### config.mk
export PLATFORM = sky130hd
export DESIGN_NAME = vga_fb_arbiter
export DESIGN_NICKNAME = d
export VERILOG_FILES = /design/src/rtl/vga_fb_arbiter.sv
export SDC_FILE = /design/constraint.sdc
export NUM_CORES = 1
export LEC_CHECK = 0
export ABC_AREA = 1
export CAP_MARGIN = 20
export CELL_PAD_IN_SITES_DETAIL_PLACEMENT = 1
export CELL_PAD_IN_SITES_GLOBAL_PLACEMENT = 1
export CORE_MARGIN = 4
export CORE_UTILIZATION = 48
export CTS_BUF_LIST = sky130_fd_sc_hd__clkbuf_4 sky130_fd_sc_hd__clkbuf_8
export CTS_CLUSTER_DIAMETER = 100
export DETAILED_ROUTE_END_ITERATION = 10
export GPL_TIMING_DRIVEN = 0
export PLACE_DENSITY = 0.87
export SKIP_CTS_REPAIR_TIMING = 1
export SYNTH_ARGS = -nofsm -noshare
export SYNTH_HDL_FRONTEND = slang
export SYNTH_SLANG_ARGS = --single-unit
### constraint.sdc
create_clock -name MAX10_CLK1_50 -period 5.6 [get_ports MAX10_CLK1_50]
set_input_delay 0.56 -clock MAX10_CLK1_50 [delete_from_list [all_inputs] [get_ports MAX10_CLK1_50]]
set_output_delay 0.56 -clock MAX10_CLK1_50 [all_outputs]
set_load 0.005 [all_outputs]
### src/rtl/vga_fb_arbiter.sv
// Double-buffered framebuffer arbiter: strict-priority scanout reads, FIFO-buffered pixel
// writes to the back bank, and a bank swap held off until vertical blanking.
module vga_fb_arbiter #(
  parameter int ADDR_W     = 19,
  parameter int DATA_W     = 12,
  parameter int RD_LAT     = 2,
  parameter int FIFO_DEPTH = 4
) (
  input  logic              MAX10_CLK1_50,
  input  logic              RESET_N,
  input  logic              frame_start,
  input  logic              sc_req,
  input  logic [ADDR_W-1:0] sc_addr,
  output logic [DATA_W-1:0] sc_rdata,
  output logic              sc_rvalid,
  input  logic              wr_valid,
  output logic              wr_ready,
  input  logic [ADDR_W-1:0] wr_addr,
  input  logic [DATA_W-1:0] wr_data,
  input  logic              swap_req,
  output logic              swap_ack,
  output logic              front_bank,
  output logic [ADDR_W:0]   mem_addr,
  output logic              mem_we,
  output logic [DATA_W-1:0] mem_wdata,
  input  logic [DATA_W-1:0] mem_rdata
);

  localparam int              PTR_W    = $clog2(FIFO_DEPTH);
  localparam logic [PTR_W-1:0] PTR_ONE  = PTR_W'(1);
  localparam logic [PTR_W:0]   CNT_ONE  = (PTR_W + 1)'(1);
  localparam logic [PTR_W:0]   CNT_FULL = (PTR_W + 1)'(FIFO_DEPTH);

  typedef enum logic [1:0] {
    S_IDLE,
    S_PENDING,
    S_ACK,
    S_HOLD
  } state_t;

  state_t            r_state;
  state_t            w_state_nxt;
  logic              r_active;
  logic              r_front;
  logic              r_frame_seen;
  logic              w_frame_seen_nxt;
  logic              w_toggle;
  logic              w_front_nxt;

  logic [ADDR_W-1:0] r_fifo_addr [FIFO_DEPTH];
  logic [DATA_W-1:0] r_fifo_data [FIFO_DEPTH];
  logic [PTR_W-1:0]  r_wr_ptr;
  logic [PTR_W-1:0]  r_rd_ptr;
  logic [PTR_W:0]    r_count;
  logic              w_full;
  logic              w_empty;
  logic              w_push;
  logic              w_pop;

  logic [RD_LAT:0]   r_rd_vld;

  assign w_full     = (r_count == CNT_FULL);
  assign w_empty    = (r_count == '0);
  // r_active keeps the writer stalled until the first edge after reset release.
  assign wr_ready   = r_active && !w_full && (r_state != S_PENDING);
  assign w_push     = wr_valid && wr_ready;
  assign w_pop      = !sc_req && !w_empty;
  assign swap_ack   = (r_state == S_ACK);
  assign front_bank = r_front;
  assign w_front_nxt = r_front ^ w_toggle;

  // NOTE: every signal written here gets a default first, so no path leaves one unassigned and no latch is inferred.
  always_comb begin
    w_state_nxt      = r_state;
    w_frame_seen_nxt = r_frame_seen;
    w_toggle         = 1'b0;
    case (r_state)
      S_IDLE: begin
        if (swap_req) begin
          w_state_nxt      = S_PENDING;
          w_frame_seen_nxt = 1'b0;
        end
      end
      S_PENDING: begin
        if (frame_start) w_frame_seen_nxt = 1'b1;
        if ((r_frame_seen || frame_start) && w_empty && !w_pop) begin
          w_toggle    = 1'b1;
          w_state_nxt = S_ACK;
        end
      end
      S_ACK:   w_state_nxt = S_HOLD;
      S_HOLD:  if (!swap_req) w_state_nxt = S_IDLE;
      default: w_state_nxt = S_IDLE;
    endcase
  end

  // NOTE: FIFO storage has no reset; only the pointers and count define its contents, so clearing the array buys nothing.
  always_ff @(posedge MAX10_CLK1_50) begin
    if (w_push) begin
      r_fifo_addr[r_wr_ptr] <= wr_addr;
      r_fifo_data[r_wr_ptr] <= wr_data;
    end
  end

  // NOTE: state is updated with non-blocking assignments so every register samples pre-edge values and ordering does not matter.
  always_ff @(posedge MAX10_CLK1_50 or negedge RESET_N) begin
    if (!RESET_N) begin
      r_active     <= 1'b0;
      r_state      <= S_IDLE;
      r_front      <= 1'b0;
      r_frame_seen <= 1'b0;
      r_wr_ptr     <= '0;
      r_rd_ptr     <= '0;
      r_count      <= '0;
      r_rd_vld     <= '0;
      mem_addr     <= '0;
      mem_we       <= 1'b0;
      mem_wdata    <= '0;
      sc_rvalid    <= 1'b0;
      sc_rdata     <= '0;
    end else begin
      r_active     <= 1'b1;
      r_state      <= w_state_nxt;
      r_front      <= w_front_nxt;
      r_frame_seen <= w_frame_seen_nxt;

      if (w_push) r_wr_ptr <= r_wr_ptr + PTR_ONE;
      if (w_pop)  r_rd_ptr <= r_rd_ptr + PTR_ONE;
      case ({w_push, w_pop})
        2'b10:   r_count <= r_count + CNT_ONE;
        2'b01:   r_count <= r_count - CNT_ONE;
        default: r_count <= r_count;
      endcase

      // A read on the toggle edge already targets the new front bank.
      if (sc_req) begin
        mem_addr <= {w_front_nxt, sc_addr};
        mem_we   <= 1'b0;
      end else if (w_pop) begin
        mem_addr  <= {~r_front, r_fifo_addr[r_rd_ptr]};
        mem_wdata <= r_fifo_data[r_rd_ptr];
        mem_we    <= 1'b1;
      end else begin
        mem_we <= 1'b0;
      end

      r_rd_vld  <= {r_rd_vld[RD_LAT-1:0], sc_req};
      sc_rvalid <= r_rd_vld[RD_LAT];
      if (r_rd_vld[RD_LAT]) sc_rdata <= mem_rdata;
    end
  end

endmodule

==> results of run 1 <==
[layer usage]
metal | vias up | global-route usage, % | part of all wire, %
met5 | - | 0 | 0
met4 | 0 | 8.571 | 1.9
met3 | 28 | 4.079 | 4.5
met2 | 150 | 43.09 | 54
met1 | 2642 | 27.64 | 40
li1 | 2437 | - | -
[cell usage in the layout, fill, tap and decap left out, types with 2 or more instances in the layout]
master and n:
bufinv_16 2, o211ai_1 19, clkdlybuf4s50_1 115, edfxtp_1 124
clkbuf_8 18, nand3_1 22, buf_16 4, mux2_2 12
xor2_1 3, inv_6 2, inv_2 12, nor2_1 71
buf_12 2, clkbuf_1 4, nor2_4 5, buf_4 7
clkinvlp_4 6, dfrtp_1 61, o21ai_2 10, o21ai_1 13
o21ai_0 43, o22ai_1 12, clkinv_4 2, nand2_1 129
buf_2 14, inv_1 48, a21oi_1 3, buf_6 5
ha_1 10
[cells by family after synthesis]
logic type               Yosys count  synth area share [%]
other                              1               0.04970
AND/OR/NAND/NOR                  231                 12.22
multiplexers                      12                 1.791
flip-flops                       185                 69.59
XOR/XNOR                           4                0.4644
buffers and inverters             92                 5.904
adder cells (fa/ha/maj)           11                 1.924
AO/OA/AOI/OAI                    101                 8.060
[flip-flops by register name, summed over array words and instances, names as in the netlist]
signal,flops
front_bank,1
mem_addr,20
mem_wdata,12
mem_we,1
r_active,1
r_count,3
r_fifo_addr,76
r_fifo_data,48
r_frame_seen,1
r_rd_ptr,2
r_rd_vld,3
r_state,2
r_wr_ptr,2
sc_rdata,12
sc_rvalid,1
[cell type report]
cell class	instances	area (sq um)
flip-flops and latches	185	5250
inverters	61	231.5
fillers	1563	5789
well taps	211	264.0
multi-input cells	360	1879
clock buffers	19	255.2
repair buffers	121	1286
plain buffers	31	214.0
clock inverters	13	145.1
[power by group through the flow]
stage	Clock, mW	Combinational [mW]	Sequential [mW]
after floorplan	0	0.843	1.86
after global placement	0	1.45	1.86
after detailed placement	0	1.60	1.88
after CTS	0.913	1.63	1.85
after global routing	0.977	1.78	1.88
final	0.896	1.60	1.85
[through the flow]
| stage | std cells | power [mW] | cell area, sq um | hold WS, ns |
|---|---|---|---|---|
| 3_5_place_dp | 969 | 3.478 | 9125 | 0.3463 |
| 5_1_grt | 1001 | 4.635 | 9525 | 0.2192 |
| 4_1_cts | 1001 | 4.389 | 9525 | 0.1706 |
| 2_1_floorplan | 637 | 2.708 | 7545 | 0.2644 |
| 3_3_place_gp | 964 | 3.306 | 8970 | 0.3316 |
| 6_report | 1001 | 4.349 | 9525 | 0.1760 |
[worst max path at each step]
stage	cells after the start	startpoint	slack (ns)	endpoint
2_1_floorplan	5	r_state[1]	2.88	r_fifo_addr[0][0]
3_3_place_gp	3	wr_valid	1.45	r_fifo_addr[2][14]
3_5_place_dp	11	sc_req	2.70	r_count[2]
4_1_cts	10	r_state[1]	3.03	r_count[2]
5_1_grt	10	r_state[1]	2.83	r_count[2]
6_report	10	r_state[1]	3.05	r_count[2]
==> flow_metrics.py, run 1 <==
metrics = {
    "synth": {
        "yosys-top-cells-count": "129 x nand2_1, 124 x edfxtp_1, 75 x nor2_1",
        "syn_area_sq_um": 7545,
        "seq_area_frac_synth_pct": 69.59,
        "syn_area_per_cell_sq_um": 11.84,
        "synth_edf_count": 124,
        "synth_ff_type": "edfxtp_1",
        "synth_cells": 637,
        "synth_top_area_share_pct": 49.35,
        "synthArstFlopShare_pct": 32.97,
        "synth-seq-cells": 185,
        "yosys_warnings": 0,
        "ys_types": 32,
        "synthTopCellsByArea": "edfxtp_1 49%, dfrtp_1 20%, nand2_1 6.4%",
        "syn-num-nets": 716,
        "synth_most_common_cell": "nand2_1",
        "yosysTopAreaCell": "edfxtp_1",
    },
    "critical_path": {
        "slowest_delay_ns": 0.42,
        "crit_type": "reg -> reg",
        "timing.rr.start": "r_state[1]",
        "ff2ff_setup_slack_ns": 3.05,
        "crit_family": "adder cells",
        "start_kind": "register",
        "slowest_stage": "dfrtp_1",
        "timing.rr.end": "r_count[2]",
        "cpMostUsedCell": "inv_1",
        "r2r_cells": 10,
        "end_kind": "register",
        "arrival_ns": 2.89,
        "cp.required_ns": 5.93,
        "worstPathMaxFanout": 8,
        "critical_path_buf_inv_count": 3,
        "crit_chain": "inv_1, ha_1, inv_1, nand4_2, ha_1, inv_1, fa_1, a21oi_1, o21ai_0, xor2_1",
    },
    "detailed_routing": {
        "final_antenna_net_count": 0,
        "drtPass1Iterations": 5,
        "wl_per_cell_um": 19.89,
        "vias_per_cell": 5.252,
        "wl_mm": 19.91,
        "route.detailed.drc": 0,
        "drt_iter0_drc": 424,
        "vias": 5257,
    },
    "worst_hold_path": {
        "hold_path.class": "in -> async",
    },
    "placed_design": {
        "port_buffers": 116,
        "hpwl_mm": 14.15,
        "place_ws_ns": 2.700,
        "place_congestion": 0.7701,
    },
    "timing": {
        "worstMarginPinSlew_ns": 0.7989,
        "slew_headroom_pct": 46.74,
        "final.period_utilization_pct": 45.57,
        "clock.fmax_ghz": 0.3919,
        "postLayoutSetupSlackWorst_ns": 3.048,
        "post-route-min-period_ns": 2.552,
        "grt_setup_unrepaired": "false",
        "final-max-slew-violation-count": 0,
        "fin_skew_ns": 0.01074,
        "finalHoldViolCount": 0,
        "setup_viol": 0,
        "fin_tns_setup_ns": 0,
    },
    "pwr": {
        "power.share.clock_pct": 20.6,
        "powerDensity_nw_per_um2": 456.6,
        "switchingPower_mw": 1.542,
        "ir_worst_vdd_v": 0.0002213,
        "p_int_mw": 2.807,
        "swShare_pct": 35.46,
        "p_leak_nw": 3.754,
        "seqPwrFrac_pct": 42.5,
        "p_comb_share_pct": 36.9,
    },
    "finish": {
        "diodes": 0,
        "area_growth_pct": 26.25,
        "final_util_pct": 62.20,
        "final_nets": 856,
        "drive_gt1_share_pct": 13.67,
    },
    "global_routing": {
        "overflow": 0,
        "grt_use_total_pct": 23.47,
        "antenna_found_initial": 0,
        "grt_first_pass_wirelength_mm": 31.84,
        "grt_max_degree": 34,
        "grt_pass1_vias": 5908,
    },
    "die": {
        "die_h_um": 133.4,
        "core_sq_um": 15310,
        "io_pins": 117,
        "start_util_pct": 49.26,
        "die_x_um": 133.4,
        "row_count": 45,
        "die-area_sq_um": 17790,
    },
    "run": {
        "drv_cap": 0,
    },
    "outcome": {
        "run_status": "finished, final reports clean",
    },
    "clock_tree": {
        "clkTransAtPathRegs_ns": 0.10,
        "htreeDepth": 4,
        "cts_root_buf": "clkbuf_8",
        "cts_made_buffers": 17,
        "tritoncts": "done",
        "clock_path_buffers": 2,
        "cts.sinks": 185,
        "insertion_delay_ns": 0.47,
    },
}
No activity file was read; power rests on OpenSTA's default activity.
==> run 2: changes to the inputs <==
--- a/config.mk
+++ b/config.mk
@@ -10,12 +10,12 @@
 export CELL_PAD_IN_SITES_DETAIL_PLACEMENT = 1
 export CELL_PAD_IN_SITES_GLOBAL_PLACEMENT = 1
 export CORE_MARGIN = 4
-export CORE_UTILIZATION = 48
+export CORE_UTILIZATION = 40
 export CTS_BUF_LIST = sky130_fd_sc_hd__clkbuf_4 sky130_fd_sc_hd__clkbuf_8
 export CTS_CLUSTER_DIAMETER = 100
 export DETAILED_ROUTE_END_ITERATION = 10
 export GPL_TIMING_DRIVEN = 0
-export PLACE_DENSITY = 0.87
+export PLACE_DENSITY = 0.77
 export SKIP_CTS_REPAIR_TIMING = 1
 export SYNTH_ARGS = -nofsm -noshare
 export SYNTH_HDL_FRONTEND = slang
==> constraint.sdc (replaced) <==
create_clock -name MAX10_CLK1_50 -period 2.3 [get_ports MAX10_CLK1_50]
set_input_delay 0.23 -clock MAX10_CLK1_50 [delete_from_list [all_inputs] [get_ports MAX10_CLK1_50]]
set_output_delay 0.23 -clock MAX10_CLK1_50 [all_outputs]
set_load 0.005 [all_outputs]
==> flow_metrics.py, run 2 (synthesis results as in run 1) <==
metrics = {
    "outcome": {
        "run_status": "finished, final reports clean",
    },
    "worst_hold_path": {
        "hold_path.class": "in -> reg",
    },
    "die": {
        "die_x_um": 145.3,
        "die-area_sq_um": 21120,
        "start_util_pct": 41.30,
        "core_sq_um": 18270,
        "row_count": 49,
        "io_pins": 117,
        "die_h_um": 145.3,
    },
    "finish": {
        "area_growth_pct": 27.83,
        "layout_commonest_cell": "nand2_1",
        "final_nets": 861,
        "largest_reg_flops": 76,
        "top_register": "r_fifo_addr",
        "drive_gt1_share_pct": 14.34,
        "biggestRegsByFlops": "r_fifo_addr x76, r_fifo_data x48, mem_addr x20",
        "final_cell_mix": "129 x nand2_1, 124 x edfxtp_1, 115 x clkdlybuf4s50_1, 71 x nor2_1, 60 x dfrtp_1",
    },
    "clock_tree": {
        "tritoncts": "done",
        "clock_path_buffers": 2,
        "insertion_delay_ns": 0.47,
        "clkTransAtPathRegs_ns": 0.08,
        "htreeDepth": 4,
        "cts.sinks": 185,
        "cts_made_buffers": 17,
        "cts_root_buf": "clkbuf_8",
    },
    "detailed_routing": {
        "vias": 5210,
        "drt_iter0_drc": 319,
        "wl_mm": 19.44,
        "drtPass1Iterations": 6,
        "route.detailed.drc": 0,
        "vias_per_cell": 5.083,
        "wl_per_cell_um": 18.97,
        "final_antenna_net_count": 0,
    },
    "global_routing": {
        "grt_use_total_pct": 18.87,
        "overflow": 0,
        "grt_max_degree": 62,
        "top_usage_layer": "met2",
        "grt.met1_usage_pct": 21.80,
        "use_met3_pct": 4.360,
        "grt_pass1_vias": 5860,
        "antenna_found_initial": 1,
        "gr-usage-met2_pct": 33.96,
        "grt_first_pass_wirelength_mm": 31.06,
    },
    "critical_path": {
        "end_kind": "register",
        "crit_type": "reg -> reg",
        "cp.required_ns": 2.64,
        "arrival_ns": 2.52,
        "start_kind": "register",
        "ff2ff_setup_slack_ns": 0.12,
        "worstPathMaxFanout": 11,
    },
    "timing": {
        "slew_headroom_pct": 44.51,
        "clock.fmax_ghz": 0.4589,
        "final.period_utilization_pct": 94.74,
        "post-route-min-period_ns": 2.179,
        "final-max-slew-violation-count": 0,
        "worstMarginPinSlew_ns": 0.8323,
        "fin_skew_ns": 0.01386,
        "hold_ws_ns": 0.2983,
        "setup_viol": 0,
        "finalHoldViolCount": 0,
        "fin_tns_setup_ns": 0,
    },
    "pwr": {
        "powerDensity_nw_per_um2": 1101,
        "ir_worst_vdd_v": 0.0005221,
        "p_leak_nw": 3.796,
    },
    "run": {
        "drv_cap": 0,
    },
    "placed_design": {
        "port_buffers": 116,
        "hpwl_mm": 13.22,
        "place_congestion": 0.7379,
    },
}
## run 2: final timing paths
path / from / to / cells after the start
max: r_count[1] / r_count[2] / 11
min: sc_req / r_rd_vld[0] / 1
max reg2reg: r_count[1] / r_count[2] / 11
min reg2reg: r_rd_vld[0] / r_rd_vld[1] / 0
max in group asynchronous: RESET_N / r_count[0] / 2
min in group asynchronous: RESET_N / mem_addr[19] / 2
## run 2: worst max-delay path, stage by stage (launching register included)
cell and delay, ns:
dfrtp_1 0.43, nor2_4 0.08, nand2_1 0.10, nand2_2 0.15, inv_4 0.13, buf_6 0.16, ha_1 0.16, inv_1 0.07
fa_1 0.37, a21oi_1 0.15, o21ai_0 0.11, xor2_1 0.15
## run 2: layout make-up
cell class	count	area (sq um)
antenna	1	2.502
buffer	31	214.0
clock buffer	20	275.3
clock inverter	12	138.9
fill	1909	8626
inverter	61	234.0
multi-input combinational	360	1901
sequential	185	5251
tap	229	286.5
timing repair buffer	126	1341
## run 2: metrics by stage
step                total power [mW]  std cells  area, sq um  utilization [%]  setup slack, ns
floorplan                      6.592        637         7545                -          -0.4206
global placement               8.093        982         8992            49.22           -1.645
detailed placement             8.401        986         9130            49.97          -0.1890
CTS                            10.67       1018         9544            52.24          -0.1725
global route                   11.35       1025         9644            52.79        -0.005149
finish                         10.61       1025         9644            52.79           0.1209
## run 2: routing by layer
| layer | vias up | wire (um) |
|---|---|---|
| met2 | 156 | 10250 |
| met5 | - | 0 |
| li1 | 2442 | - |
| met3 | 26 | 973 |
| met4 | 0 | 420 |
| met1 | 2586 | 7797 |
## run 2: power breakdown
group | internal [mW] | switching, mW | total, mW
Sequential | 4.19 | 0.309 | 4.49
Clock | 1.07 | 1.17 | 2.23
Combinational | 1.67 | 2.22 | 3.89
Total | 6.92 | 3.69 | 10.6
==> run 3: changes to the inputs <==
--- a/config.mk
+++ b/config.mk
@@ -12,9 +12,7 @@
 export CORE_MARGIN = 4
 export CORE_UTILIZATION = 40
 export CTS_BUF_LIST = sky130_fd_sc_hd__clkbuf_4 sky130_fd_sc_hd__clkbuf_8
-export CTS_CLUSTER_DIAMETER = 100
 export DETAILED_ROUTE_END_ITERATION = 10
-export GPL_TIMING_DRIVEN = 0
 export PLACE_DENSITY = 0.77
 export SKIP_CTS_REPAIR_TIMING = 1
 export SYNTH_ARGS = -nofsm -noshare
==> flow_metrics.py, run 3 (synthesis results as in run 1) <==
metrics = {
    "die": {
        "io_pins": 117,
        "die-area_sq_um": 21120,
        "core_sq_um": 18270,
        "die_h_um": 145.3,
        "die_x_um": 145.3,
        "start_util_pct": 41.30,
        "row_count": 49,
    },
    "placed_design": {
        "hpwl_mm": 11.86,
        "place_ws_ns": 0.1410,
        "placed_cells": 972,
        "dpl-instance-area_sq_um": 8976,
        "place_congestion": 0.7598,
        "port_buffers": 116,
    },
    "timing": {
        "grt_setup_unrepaired": "false",
        "slew_headroom_pct": 49.78,
        "final.period_utilization_pct": 92.75,
        "fin_skew_ns": 0.01260,
        "hold_ws_ns": 0.2683,
        "post-route-min-period_ns": 2.133,
        "postLayoutSetupSlackWorst_ns": 0.1668,
        "worstMarginPinSlew_ns": 0.7533,
        "final-max-slew-violation-count": 0,
        "finalHoldViolCount": 0,
        "clock.fmax_ghz": 0.4688,
        "setup_viol": 0,
    },
    "worst_hold_path": {
        "hold_path.class": "in -> reg",
        "worstHoldPathCells": 1,
    },
    "clock_tree": {
        "cts_made_buffers": 17,
        "htreeDepth": 4,
        "tritoncts": "done",
        "clock_path_buffers": 2,
        "insertion_delay_ns": 0.46,
        "cts.sinks": 185,
        "clkTransAtPathRegs_ns": 0.10,
        "cts_root_buf": "clkbuf_8",
    },
    "detailed_routing": {
        "vias": 5086,
        "wl_per_cell_um": 17.93,
        "vias_per_cell": 5.056,
        "wl_mm": 18.04,
        "route.detailed.drc": 0,
        "drtPass1Iterations": 5,
        "final_antenna_net_count": 0,
        "drt_iter0_drc": 247,
    },
    "finish": {
        "final_cell_mix": "129 x nand2_1, 124 x edfxtp_1, 115 x clkdlybuf4s50_1, 71 x nor2_1, 59 x dfrtp_1",
        "instances_no_fill": 1006,
        "drive_gt1_share_pct": 12.89,
        "top_register": "r_fifo_addr",
        "nFillCells": 1911,
        "largest_reg_flops": 76,
        "biggestRegsByFlops": "r_fifo_addr x76, r_fifo_data x48, mem_addr x20",
        "postLayoutCellArea_sq_um": 9430,
        "area_growth_pct": 24.99,
        "final_nets": 842,
        "layout_commonest_cell": "nand2_1",
    },
    "critical_path": {
        "crit_type": "reg -> reg",
        "cpMostUsedCell": "inv_1",
        "r2r_cells": 10,
        "end_kind": "register",
        "crit_chain": "inv_1, ha_2, inv_1, nand4_2, ha_1, inv_1, fa_1, a21oi_1, o21ai_0, xor2_1",
        "start_kind": "register",
        "worstPathMaxFanout": 5,
        "crit_family": "adder cells",
        "slowest_stage": "dfrtp_1",
        "critical_path_depth": 10,
        "cp.required_ns": 2.64,
        "arrival_ns": 2.47,
        "slowest_delay_ns": 0.42,
        "critical_path_buf_inv_count": 3,
    },
    "global_routing": {
        "grt_use_total_pct": 17.45,
        "overflow": 0,
        "grt_pass1_vias": 5613,
        "grt_max_degree": 62,
        "antenna_found_initial": 1,
        "grt_first_pass_wirelength_mm": 29.22,
    },
    "pwr": {
        "ir_worst_vdd_v": 0.0004282,
        "p_leak_nw": 3.712,
        "powerDensity_nw_per_um2": 1098,
        "finalPower_mw": 10.35,
    },
    "outcome": {
        "run_status": "finished, final reports clean",
    },
    "run": {
        "drv_cap": 0,
    },
}
[run 3: changes by cell type in the layout (fill, tap and decap cells not counted), moves of 3 or more]
cell	delta
buf_16	-4
buf_2	-12
buf_4	+9
buf_6	-5
clkbuf_1	-4
clkbuf_8	-3
clkinv_8	+3
clkinvlp_4	-3
inv_8	+4
[run 3: worst reg2reg max path, cell delays in order, from the launching register on]
cell and delay [ns]:
dfrtp_1 0.42, inv_1 0.11, ha_2 0.23, inv_1 0.09, nand4_2 0.12, ha_1 0.16
inv_1 0.07, fa_1 0.39, a21oi_1 0.15, o21ai_0 0.11, xor2_1 0.16
[run 3: power breakdown]
part           internal (mW)  leakage, nW  total (mW)  switching [mW]
clock                   1.04        0.223        2.34            1.30
combinational           1.49         1.65        3.39            1.90
sequential              4.19         1.84        4.62           0.437
total                   6.71         3.71        10.4            3.64
[run 3: metal layers]
layer,vias up,GRT usage (%),wire [um],share of wire [%]
li1,2401,-,-,-
met5,-,0,0,0
met3,24,3.893,804,4.5
met1,2539,20.91,7508,42
met4,0,5.888,302,1.7
met2,122,31.18,9425,52
[run 3: per-stage QoR]
stage	util, %	TNS (ns)
3_3_place_gp	49.13	0
4_1_cts	51.53	0
6_report	51.62	0
2_1_floorplan	-	-52.16
3_5_place_dp	49.13	0
5_1_grt	51.62	0
[run 3: area by class of cell]
cell class                 count  area, sq um  share of cell area, %
timing repair buffer         138         1336                  14.17
clock buffer                  17        234.0                  2.481
clock inverter                15        205.2                  2.176
sequential                   185         5253                  55.70
antenna                        1        2.502                0.02654
tap                          229        286.5                  3.038
inverter                      61        231.5                  2.455
multi-input combinational    360         1882                  19.95
[run 3: path summary, 6_finish.rpt]
kind                        startpoint          end  slack (ns)
max                         r_state[1]   r_count[2]        0.17
min                             sc_req  r_rd_vld[0]        0.27
max reg2reg                 r_state[1]   r_count[2]        0.17
min reg2reg                r_rd_vld[0]  r_rd_vld[1]        0.37
max in group asynchronous      RESET_N  r_rd_ptr[0]        1.68
min in group asynchronous      RESET_N  sc_rdata[3]        0.31
==> edit, RTL diff (config.mk and constraints of run 1) <==
Set the parameter `FIFO_DEPTH` to 8 (it was 4).
--- a/src/rtl/vga_fb_arbiter.sv
+++ b/src/rtl/vga_fb_arbiter.sv
@@ -4,7 +4,7 @@
   parameter int ADDR_W     = 19,
   parameter int DATA_W     = 12,
   parameter int RD_LAT     = 2,
-  parameter int FIFO_DEPTH = 4
+  parameter int FIFO_DEPTH = 8
 ) (
   input  logic              MAX10_CLK1_50,
   input  logic              RESET_N,
Check against the original RTL: not equivalent (a bounded check fails within 10 cycles, from zero or initial values and one cycle with RESET_N low).
==> edit against run 1 <==
- cell area rose by 62%
- total power is 79% higher
- synthesized area is 66% higher
- final cell count increased by 57%
- sequential cell count increased by 127
- combinational power rose by 79%
- setup slack got worse by 0.31 ns
- critical path type unchanged
- fmax is 11% lower
- wire length up 100%
- synthesized cell count is 59% higher
==> edit: results (changes against run 1) <==
later-pin clock latency in the skew report 0.59 ns (+0.12 ns); async set or reset register ratio after synthesis 20.5% (-12 points); Total GRT Usage 28.2% (+4.7 points); cell count of the worst hold path 0; synthesized-area fraction occupied by adder cells 1.00% (-0.92 points); fill count 2,545 (+63%); first-pass GRT wire length 60.8 mm (+91%); largest fanout on the critical path 11 (+3); registers with the highest flip-flop counts r_fifo_addr: 152 flops, r_fifo_data: 96 flops, mem_addr: 20 flops; vias in the first global route 10,225 (+73%); critical path arrival 3.14 ns (+0.25 ns); detailed placer's ending HPWL 26.5 mm (+87%); Synth Area in Compound Gates 6.88% (-1.2 points); share of total power consumed by net switching 37.7% (+2.2 points); Final Net Count 1,282 (+50%); status complete, no violations; clk buf depth 3 (+1); top post-synthesis cells by area sky130_fd_sc_hd__edfxtp_1 60%, sky130_fd_sc_hd__dfrtp_1 13%, sky130_fd_sc_hd__nor2_1 5.3%; worst IR drop on VDD 0.000222 V (+0.32%); CTS H-tree depth 2 (-2); overall via count from detail_route 9,329 (+77%); internal reg-to-reg setup slack 2.73 ns (-0.31 ns); minimum clock period after layout 2.87 ns (+0.314 ns); commonest cells in the netlist 248 x sky130_fd_sc_hd__edfxtp_1, 175 x sky130_fd_sc_hd__nor2_1, 141 x sky130_fd_sc_hd__nand2_1, 101 x sky130_fd_sc_hd__nand3_1, 85 x sky130_fd_sc_hd__o21ai_0; clock edge transition at the registers on the reported setup and hold paths 0.06 ns (-0.04 ns); initial antenna violation count 1 (+1); CTS buffer count 49 (+32); end of the worst register-to-register path r_fifo_addr[1][2]$_DFFE_PP_; worst-margin pin slew 1.02 ns (+0.223 ns); fraction of power consumed by the clock network 24.6% (+4.0 points); number of enable flip-flop cells after synthesis 248 (+100%); Distinct cells, synth 33 (+3.1%); fraction of final layout cells with drive strength greater than 1 14.3% (+0.64 points); Post-Place Setup Slack 2.34 ns (-0.357 ns); Wirelength per Cell 25.5 µm (+28%); final RePlAce weighted congestion 0.771 (+0.14%); sequential-to-total area share from yosys stat 72.4% (+2.8 points); leak pwr 5.72 nW (+52%)
edit: cell types whose count changed after synthesis, moves of 7 or more:
cell	run 1	this run
sky130_fd_sc_hd__buf_6	5	12
sky130_fd_sc_hd__nand2_1	129	141
sky130_fd_sc_hd__nor2_1	75	175
sky130_fd_sc_hd__inv_1	48	25
sky130_fd_sc_hd__o21ai_2	10	0
sky130_fd_sc_hd__edfxtp_1	124	248
sky130_fd_sc_hd__o22ai_1	12	0
sky130_fd_sc_hd__clkbuf_1	4	18
sky130_fd_sc_hd__o21ai_1	13	23
sky130_fd_sc_hd__nand3_1	22	101
sky130_fd_sc_hd__nor3_1	0	8
sky130_fd_sc_hd__a22oi_1	0	12
sky130_fd_sc_hd__o21ai_0	43	85
sky130_fd_sc_hd__inv_2	12	1
edit: worst max-delay path, stage by stage, from the launching register on:
cell and delay, ns:
sky130_fd_sc_hd__dfrtp_1 0.37, sky130_fd_sc_hd__inv_1 0.10, sky130_fd_sc_hd__ha_1 0.23, sky130_fd_sc_hd__inv_1 0.10, sky130_fd_sc_hd__nand2_1 0.09, sky130_fd_sc_hd__a31oi_4 0.17
sky130_fd_sc_hd__nand2_2 0.15, sky130_fd_sc_hd__buf_4 0.23, sky130_fd_sc_hd__nor3_2 0.66, sky130_fd_sc_hd__buf_6 0.26, sky130_fd_sc_hd__buf_6 0.21
edit: layer usage:
layer / vias up / track usage, % / share of wire [%]
met4: 0 / 12.6 / 3.9
met3: 139 / 6.89 / 8.2
met1: 4681 / 34.2 / 38
li1: 3968 / - / -
met2: 541 / 48.1 / 50
met5: - / 0 / 0
edit: area by class of cell:
| type | count | area, µm² | share of cell area (%) |
|---|---|---|---|
| diodes | 2 | 5.00 | 0.0325 |
| well taps | 330 | 413 | 2.68 |
| flip-flops and latches | 312 | 9050 | 58.7 |
| inverters | 28 | 110 | 0.714 |
| repair buffers | 143 | 1480 | 9.61 |
| clock buffers | 76 | 908 | 5.89 |
| clock inverters | 15 | 70.1 | 0.455 |
| plain buffers | 56 | 359 | 2.33 |
| multi-input cells | 614 | 3020 | 19.6 |
edit: cells by family (layout without fill, tap and decap cells):
group                      Yosys count  in the layout
xor gates and xnor gates             6              6
buffers and inverters               84            318
muxes                               12             12
adders and majority gates           10             10
and+or+nand+nor                    435            435
other                                1              3
DFF                                312            312
AOI/OAI and AO/OA                  150            150
edit: per-stage QoR:
step	hold WS, ns	std cells	cell area, µm²
after detailed placement	0.353	1482	14400
after global placement	0.336	1456	14100
after floorplan	0.264	1010	12500
after global routing	0.365	1575	15400
after CTS	-0.125	1573	15400
final	0.359	1576	15400
